File: src/rtl/hdlc_ctrl.sv
// Register-bus master sequencing the Hdlc core: host TX stream -> Tx_Buff/Tx_Enable, Rx_SC polling -> host RX stream.
// Optional macro HDLC_CTRL_RX_DROP_EN: errored RX frames are dropped via Rx_Drop instead of being drained.
module hdlc_ctrl #(
    parameter int unsigned MAX_TX_BYTES  = 126,
    parameter int unsigned POLL_INTERVAL = 16
) (
    input  logic       Clk,
    input  logic       Rst,
    output logic [2:0] Address,
    output logic       WriteEnable,
    output logic       ReadEnable,
    output logic [7:0] DataIn,
    input  logic [7:0] DataOut,
    input  logic [7:0] tx_data,
    input  logic       tx_valid,
    input  logic       tx_last,
    output logic       tx_ready,
    input  logic       tx_abort,
    output logic [7:0] rx_data,
    output logic       rx_valid,
    output logic       rx_last,
    input  logic       rx_ready,
    output logic       tx_err,
    output logic       rx_err,
    output logic       busy
);

    localparam int unsigned CW = $clog2(MAX_TX_BYTES + 1);
    localparam int unsigned PW = $clog2(POLL_INTERVAL + 1);
    localparam logic [CW-1:0] TX_LAST_IDX = CW'(MAX_TX_BYTES - 1);
    localparam logic [PW-1:0] POLL_DUE    = PW'(POLL_INTERVAL - 1);

    typedef enum logic [3:0] {
        IDLE, TX_POLL, TX_PWAIT, TX_WR, TX_GO, RX_POLL, RX_PWAIT,
        RX_LEN, RX_LWAIT, RX_RD, RX_RWAIT, RX_OUT, ABORT, RX_DROP
    } state_t;

    state_t        r_state;
    logic [PW-1:0] r_poll_cnt;
    logic          r_rr_rx;
    logic [CW-1:0] r_tx_cnt;
    logic          r_tx_drop;
    logic          r_abort_pend;
    logic          r_err_pend;
    logic [7:0]    r_len;
    logic [7:0]    r_idx;
    logic [7:0]    r_rx_data;
    logic          r_rx_valid;
    logic          r_rx_last;
    logic          r_tx_err;
    logic          r_rx_err;

    logic w_tx_cand;
    logic w_rx_cand;
    logic w_grant_rx;
    logic w_tx_acc;

    assign w_tx_cand  = tx_valid;
    assign w_rx_cand  = (r_poll_cnt == POLL_DUE);
    assign w_grant_rx = w_rx_cand && (!w_tx_cand || r_rr_rx);
    assign w_tx_acc   = (r_state == TX_WR) && tx_valid && !tx_abort;

    assign tx_ready = (r_state == TX_WR);
    assign busy     = (r_state != IDLE);
    assign rx_data  = r_rx_data;
    assign rx_valid = r_rx_valid;
    assign rx_last  = r_rx_last;
    assign tx_err   = r_tx_err;
    assign rx_err   = r_rx_err;

    // Strobes are decoded from the state register; only the TX_WR write also depends on the live handshake.
    always_comb begin
        Address     = '0;
        WriteEnable = 1'b0;
        ReadEnable  = 1'b0;
        DataIn      = '0;
        case (r_state)
            TX_POLL: ReadEnable = 1'b1;
            TX_WR: begin
                Address = 3'd1;
                if (w_tx_acc && !r_tx_drop) begin
                    WriteEnable = 1'b1;
                    DataIn      = tx_data;
                end
            end
            TX_GO:   begin WriteEnable = 1'b1; DataIn = 8'h02; end
            ABORT:   begin WriteEnable = 1'b1; DataIn = 8'h04; end
            RX_POLL: begin ReadEnable = 1'b1; Address = 3'd2; end
            RX_DROP: begin WriteEnable = 1'b1; Address = 3'd2; DataIn = 8'h02; end
            RX_LEN:  begin ReadEnable = 1'b1; Address = 3'd4; end
            RX_RD:   begin ReadEnable = 1'b1; Address = 3'd3; end
            default: ;
        endcase
    end

    always_ff @(posedge Clk) begin
        if (Rst) begin
            r_state      <= IDLE;
            r_poll_cnt   <= '0;
            r_rr_rx      <= 1'b0;
            r_tx_cnt     <= '0;
            r_tx_drop    <= 1'b0;
            r_abort_pend <= 1'b0;
            r_err_pend   <= 1'b0;
            r_len        <= '0;
            r_idx        <= '0;
            r_rx_data    <= '0;
            r_rx_valid   <= 1'b0;
            r_rx_last    <= 1'b0;
            r_tx_err     <= 1'b0;
            r_rx_err     <= 1'b0;
        end else begin
            r_tx_err <= 1'b0;
            r_rx_err <= 1'b0;
            case (r_state)
                IDLE: begin
                    if (tx_abort || r_abort_pend) begin
                        r_state      <= ABORT;
                        r_abort_pend <= 1'b0;
                    end else if (w_tx_cand || w_rx_cand) begin
                        r_rr_rx <= !w_grant_rx;
                        if (w_grant_rx) begin
                            r_state    <= RX_POLL;
                            r_poll_cnt <= '0;
                        end else begin
                            r_state <= TX_POLL;
                        end
                    end else begin
                        r_poll_cnt <= r_poll_cnt + PW'(1);
                    end
                end
                TX_POLL:  r_state <= tx_abort ? ABORT : TX_PWAIT;
                TX_PWAIT: begin
                    if (tx_abort) r_state <= ABORT;
                    else if (DataOut[0]) begin
                        r_state   <= TX_WR;
                        r_tx_cnt  <= '0;
                        r_tx_drop <= 1'b0;
                    end else r_state <= TX_POLL;
                end
                TX_WR: begin
                    if (tx_abort) begin
                        r_state   <= ABORT;
                        r_tx_drop <= 1'b0;
                    end else if (tx_valid) begin
                        if (!r_tx_drop) begin
                            r_tx_cnt <= r_tx_cnt + CW'(1);
                            if (r_tx_cnt == TX_LAST_IDX && !tx_last) begin
                                r_tx_err  <= 1'b1;
                                r_tx_drop <= 1'b1;
                            end
                        end
                        if (tx_last) begin
                            r_state   <= TX_GO;
                            r_tx_drop <= 1'b0;
                        end
                    end
                end
                TX_GO:    r_state <= tx_abort ? ABORT : IDLE;
                ABORT:    r_state <= IDLE;
                default: begin
                    // Every remaining state is an RX state: aborts wait until IDLE.
                    if (tx_abort) r_abort_pend <= 1'b1;
                    case (r_state)
                        RX_POLL:  r_state <= RX_PWAIT;
                        RX_PWAIT: begin
                            if (!DataOut[0]) r_state <= IDLE;
                            else if (|DataOut[4:2]) begin
`ifdef HDLC_CTRL_RX_DROP_EN
                                r_rx_err <= 1'b1;
                                r_state  <= RX_DROP;
`else
                                r_err_pend <= 1'b1;
                                r_state    <= RX_LEN;
`endif
                            end else r_state <= RX_LEN;
                        end
                        RX_DROP:  r_state <= IDLE;
                        RX_LEN:   r_state <= RX_LWAIT;
                        RX_LWAIT: begin
                            r_len <= DataOut;
                            r_idx <= '0;
                            if (DataOut == 8'd0) begin
                                r_state    <= IDLE;
                                r_rx_err   <= r_err_pend;
                                r_err_pend <= 1'b0;
                            end else r_state <= RX_RD;
                        end
                        RX_RD:    r_state <= RX_RWAIT;
                        RX_RWAIT: begin
                            r_rx_data  <= DataOut;
                            r_rx_valid <= 1'b1;
                            r_rx_last  <= (r_idx + 8'd1 == r_len);
                            r_idx      <= r_idx + 8'd1;
                            r_rx_err   <= r_err_pend;
                            r_err_pend <= 1'b0;
                            r_state    <= RX_OUT;
                        end
                        RX_OUT: begin
                            if (rx_ready) begin
                                r_rx_valid <= 1'b0;
                                r_rx_last  <= 1'b0;
                                r_state    <= (r_idx == r_len) ? IDLE : RX_RD;
                            end
                        end
                        default: r_state <= IDLE;
                    endcase
                end
            endcase
        end
    end

endmodule
File: config.mk
export PLATFORM = sky130hd
export DESIGN_NAME = hdlc_ctrl
export DESIGN_NICKNAME = d
export VERILOG_FILES = /design/src/rtl/hdlc_ctrl.sv
export SDC_FILE = /design/constraint.sdc
export NUM_CORES = 1
export LEC_CHECK = 0
export BUFFER_PORTS_ARGS = -buffer_cell sky130_fd_sc_hd__buf_2
export CAP_MARGIN = 25
export CORE_MARGIN = 1
export CORE_UTILIZATION = 40
export DETAILED_ROUTE_END_ITERATION = 12
export PLACE_DENSITY = 0.59
export SYNTH_ARGS = -nofsm -noshare
export SYNTH_HDL_FRONTEND = slang
export SYNTH_SLANG_ARGS = --single-unit
File: constraint.sdc
create_clock -name Clk -period 4.4 [get_ports Clk]
set_clock_uncertainty 0.1 [all_clocks]
set_input_delay 0.88 -clock Clk [delete_from_list [all_inputs] [get_ports Clk]]
set_output_delay 0.88 -clock Clk [all_outputs]
set_load 0.1 [all_outputs]
# Yosys cells after proc, flatten, opt, wreduce, memory -nomap -nowiden
# Index checks and enable logic that the tools add are counted.
# word_totals
in_bits	22
reg_bits	48
out_inout_bits	27
# classes
n_eq_ne	32
bitwise_logic	5
n_reduce_logical	41
add_sub_neg	3
muxes	51
# ops
cell	n
4-bit two-way mux	11
7-bit two-way mux	5
4-bit case mux with 7 select lines	1
4-bit == test (second input constant)	6
4-bit case mux with 6 select lines	1
8-bit case mux with 3 select lines	1
2-bit != test (second input constant)	11
4-bit by 3-bit == test with 1-bit output (second input constant)	4
8-bit == test	2
1-bit two-way mux	16
8-bit case mux with 2 select lines	1
7-bit case mux with 2 select lines	1
1-bit case mux with 2 select lines	6
3-bit case mux with 4 select lines	1
3-bit AND reduction	4
5-bit two-way mux	2
5-bit OR reduction	2
8-bit by 1-bit adder with 8-bit output (second input constant)	1
4-bit by 2-bit == test with 1-bit output (second input constant)	2
8-bit logical NOT	1
8-bit two-way mux	1
8-bit by 3-bit != test with 1-bit output (second input constant)	1
4-bit AND reduction	2
2-bit nonzero test	4
other kinds (25)	45

# Longest topological paths before layout
# depth
ltp_word	8
mapped_depth	8
depth_no_buf	8

# Least setup slack after synthesis
# No wires, ideal clock.
# synth_timing
kind	reg2out
startpoint	reg r_state[2]
endpoint	out DataIn[1]
setup_slack_ns	0.416
arrival_time_ns	3.004
path_stages_with_launch	5
cell_sequence	dfxtp_1 > buf_2 > buf_1 > nand3b_1 > o21ai_0
# synth_via
elab_chain_cells	6
word_cells_on_any_way	10
# synth_rtl
element	line_no	rtl
start, declared	38	state_t r_state;
start signal, assigned	132	TX_POLL: r_state <= tx_abort ? ABORT : TX_PWAIT;
start signal, assigned	159	TX_GO: r_state <= tx_abort ? ABORT : IDLE;
start signal, assigned	203	r_state <= (r_idx == r_len) ? IDLE : RX_RD;
4-bit by 2-bit == test with 1-bit output	61, 77	
1-bit logical AND (2 in series)	61	assign w_tx_acc = (r_state == TX_WR) && tx_valid && !tx_abort;
1-bit logical AND	81	if (w_tx_acc && !r_tx_drop) begin
8-bit two-way mux	81	
8-bit case mux with 3 select lines (*)	77	case (r_state)
end, declared	12	output logic [7:0] DataIn,
# Mark *: on every way between the ends. The rest lies on a longest branch, timed or not.

# Worst setup path in the final report
# layout_timing
startpoint	reg r_state[0]
endpoint	out DataIn[5]
# Same word-level chain as after synthesis.

==> flow_summary_export.csv <==
group,metric,value,unit
logic_synthesis,syn_area,2626,µm²
logic_synthesis,async_reset_ff_frac,0,
timing,setup_violations,0,
worst_setup_path,critPathSlowestCell,"dfxtp_1",
clock_network,cts_buffer_depth,2,
logic_synthesis,synth-main-ff-cell,"dfxtp_1",
clock_network,cts.clk_slew.worst_paths,0.10,ns
floorplan,initial_core_util,0.4136,
timing,max_freq,264.3,MHz
timing,finalHoldViolations,0,
run_status,run_status,"complete, no violations",
grt,met2_usage,0.2973,
flow_run,drv_cap,0,
power,p_leak,1.173,nW
floorplan,coreArea,6350,µm²
grt,grt_use_total,0.1969,
logic_synthesis,yosysSeqAreaShare,0.3659,
clock_network,post_cts_buffers,0,
detailed_routing,num_vias,2462,
final_layout,finish.utilization,0.4759,
timing,max-slew-margin-rel,0.5051,
grt,use_met3,0.03479,
floorplan,io_pins,49,
logic_synthesis,syn_nets,367,
timing,post-route-period-util,0.8600,
worst_setup_path,start_kind,"flop",
power,ir_drop,0.5257,mV
floorplan,rows,29,
clock_network,cts_resized,0,
grt,grt_pass1_vias,2287,
worst_setup_path,worstPathCellList,"nand4bb_1, nor3b_1, buf_4, and2_1, buf_2",
grt,grt_start_max_net_pins,40,
placed_design,gp_congestion,0.8371,
grt,grt_busiest_layer,"met2",
logic_synthesis,ys_ff_latch,48,
logic_synthesis,synth.area.top_cells,"dfxtp_1 (37%), nand2_1 (7.4%), a21oi_1 (6.7%)",
worst_setup_path,worstPathArrival,2.80,ns
final_layout,multiInputGateArea,1562,µm²
logic_synthesis,yosysWarningCount,0,
floorplan,die_area,6894,µm²
final_layout,final_common_cell,"nand2_1",
final_layout,area_growth,15.05,%
detailed_routing,wl,6613,µm
logic_synthesis,synth_edf_count,0,
worst_setup_path,crit_type,"reg -> out",
clock_network,insertion_delay,0.31,ns
worst_setup_path,slowest_delay,0.74,ns
final_layout,diodes,0,
detailed_routing,remaining_drc_errors,0,
min_path,min_path_cells,2,
final_layout,layout_common_cells,"nand2_1 (52), buf_2 (48), dfxtp_1 (48)",
logic_synthesis,netlist_instances,340,
clock_network,numCtsBuffers,5,
clock_network,hold_buffers,0,
logic_synthesis,synth_top_area_frac,0.3659,
worst_setup_path,crit_fanout,20,
worst_setup_path,ff2ff_path_depth,5,
logic_synthesis,synth_top_area_cell,"dfxtp_1",
grt,grt_antenna_before_repair,0,
grt,grt_pass1_wl,11230,µm
worst_setup_path,r2r_slack,1.89,ns
clock_network,cts_tree,"built",
worst_setup_path,r2r_start,"r_state[3]",
grt,overflow,0,
worst_setup_path,cp.required,3.42,ns
timing,period_minus_slack,3.784,ns
detailed_routing,wl_per_cell,14.50,µm
logic_synthesis,synth_cell_types,49,
clock_network,cts.sink_count,48,
timing,tightestPinTransition,0.7423,ns
floorplan,die_w,83.03,µm
detailed_routing,first_pass_iters,4,
placed_design,hpwl,4706,µm
final_layout,drive_above_1_share,0.1609,
detailed_routing,drt.antenna.violating_nets,0,
final_layout,fin_nets,405,
min_path,hp-class,"reg -> reg",
power,p_per_area,568.6,nW/µm²
min_path,min_to,"rx_data[6]",
floorplan,die_h,83.03,µm
final_layout,ff_latch_area,960.9,µm²
worst_setup_path,cp-end-kind,"output pin",
min_path,worstHoldStart,"rx_data[6]",
logic_synthesis,syn_area_per_cell,7.724,µm²
timing,slew_viol_final,0,
grt,use_met1,0.2828,
detailed_routing,drt_iter0_markers,236,
final_layout,fillerInstances,651,
detailed_routing,routed_via_density,5.399,
clock_network,cts-root-buf,"clkbuf_8",
clock_network,h-tree-depth,2,
timing,rsz0062_at_grt,"false",
timing,tns,0,ns
placed_design,io_buffers,48,
worst_setup_path,r2r-end,"rx_last",
[cell usage after synthesis (3+ instances only)]
| master | instances |
|---|---|
| xnor2_1 | 15 |
| ha_1 | 5 |
| nor3b_1 | 3 |
| nand2b_1 | 6 |
| nand4_1 | 7 |
| and2_1 | 10 |
| a211oi_1 | 3 |
| nand3_1 | 7 |
| nor4_1 | 5 |
| a21oi_1 | 35 |
| o21ai_0 | 14 |
| nor2_1 | 29 |
| xor2_1 | 11 |
| dfxtp_1 | 48 |
| clkbuf_1 | 10 |
| a31oi_1 | 3 |
| inv_1 | 7 |
| buf_2 | 4 |
| or3_1 | 5 |
| nor3_1 | 14 |
| buf_1 | 4 |
| nor2b_1 | 5 |
| nand2_1 | 52 |
[kinds of logic after synthesis]
kind of cell / after synthesis / share of synthesized area
AOI/OAI and AO/OA: 77 / 0.1787
xor gates and xnor gates: 26 / 0.08671
DFF: 48 / 0.3659
buffers and inverters: 26 / 0.03954
muxes: 1 / 0.003811
adders and majority gates: 5 / 0.02382
and+or+nand+nor: 157 / 0.3016
[through the flow]
step	hold slack, ns	cell area, µm²	std cells	total power (W)	setup slack [ns]
4_1_cts	0.3591	3022	456	0.001720	0.6799
3_5_place_dp	0.3448	2900	448	0.001379	0.9572
6_report	0.3585	3022	456	0.001718	0.6162
3_3_place_gp	0.3400	2900	448	0.001375	0.9600
2_1_floorplan	0.3496	2626	340	0.001225	0.4162
5_1_grt	0.3850	3022	456	0.001817	0.4823
[layout make-up]
| type | instances | area share |
|---|---|---|
| Clock buffer | 6 | 0.02733 |
| Clock inverter | 2 | 0.01284 |
| Inverter | 7 | 0.008696 |
| Multi-Input combinational cell | 266 | 0.5168 |
| Sequential cell | 48 | 0.3180 |
| Tap cell | 77 | 0.03188 |
| Timing Repair Buffer | 50 | 0.08447 |
[worst max path at each step]
stage | startpoint | to | slack (ns) | cells past startpoint
after global routing | r_state[0] | DataIn[3] | 0.48 | 5
after CTS | r_state[0] | DataIn[3] | 0.68 | 5
final | r_state[0] | DataIn[5] | 0.62 | 5
after global placement | tx_valid | DataIn[2] | 0.96 | 6
after detailed placement | tx_valid | DataIn[3] | 0.96 | 6
after floorplan | r_state[2] | DataIn[1] | 0.42 | 4
[critical path, delay by kind of cell, from the launching register on]
| family | cells | cell delay [ns] |
|---|---|---|
| buffers and inverters | 2 | 0.66 |
| flip-flops | 1 | 0.74 |
| AND/OR/NAND/NOR | 3 | 1.09 |
[metal layers]
layer | wire length, µm | up-vias
met2 | 2899 | 54
li1 | - | 1265
met1 | 3367 | 1137
met5 | 0 | -
met4 | 89 | 0
met3 | 258 | 6
[report_power, final]
group          switching [W]  total (W)  leakage, nW  internal (W)
Clock               0.000158   0.000344       0.0614      0.000186
Combinational       0.000563   0.000778        0.723      0.000215
Sequential          0.000109   0.000596        0.389      0.000487
[flip-flops by register name, indices dropped and copies added (netlist names), 4 cells and up]
register and cells:
r_poll_cnt 5, r_tx_cnt 7, r_len 8, r_state 4, r_idx 8, rx_data 8
Power figures use the tool's default switching activity.
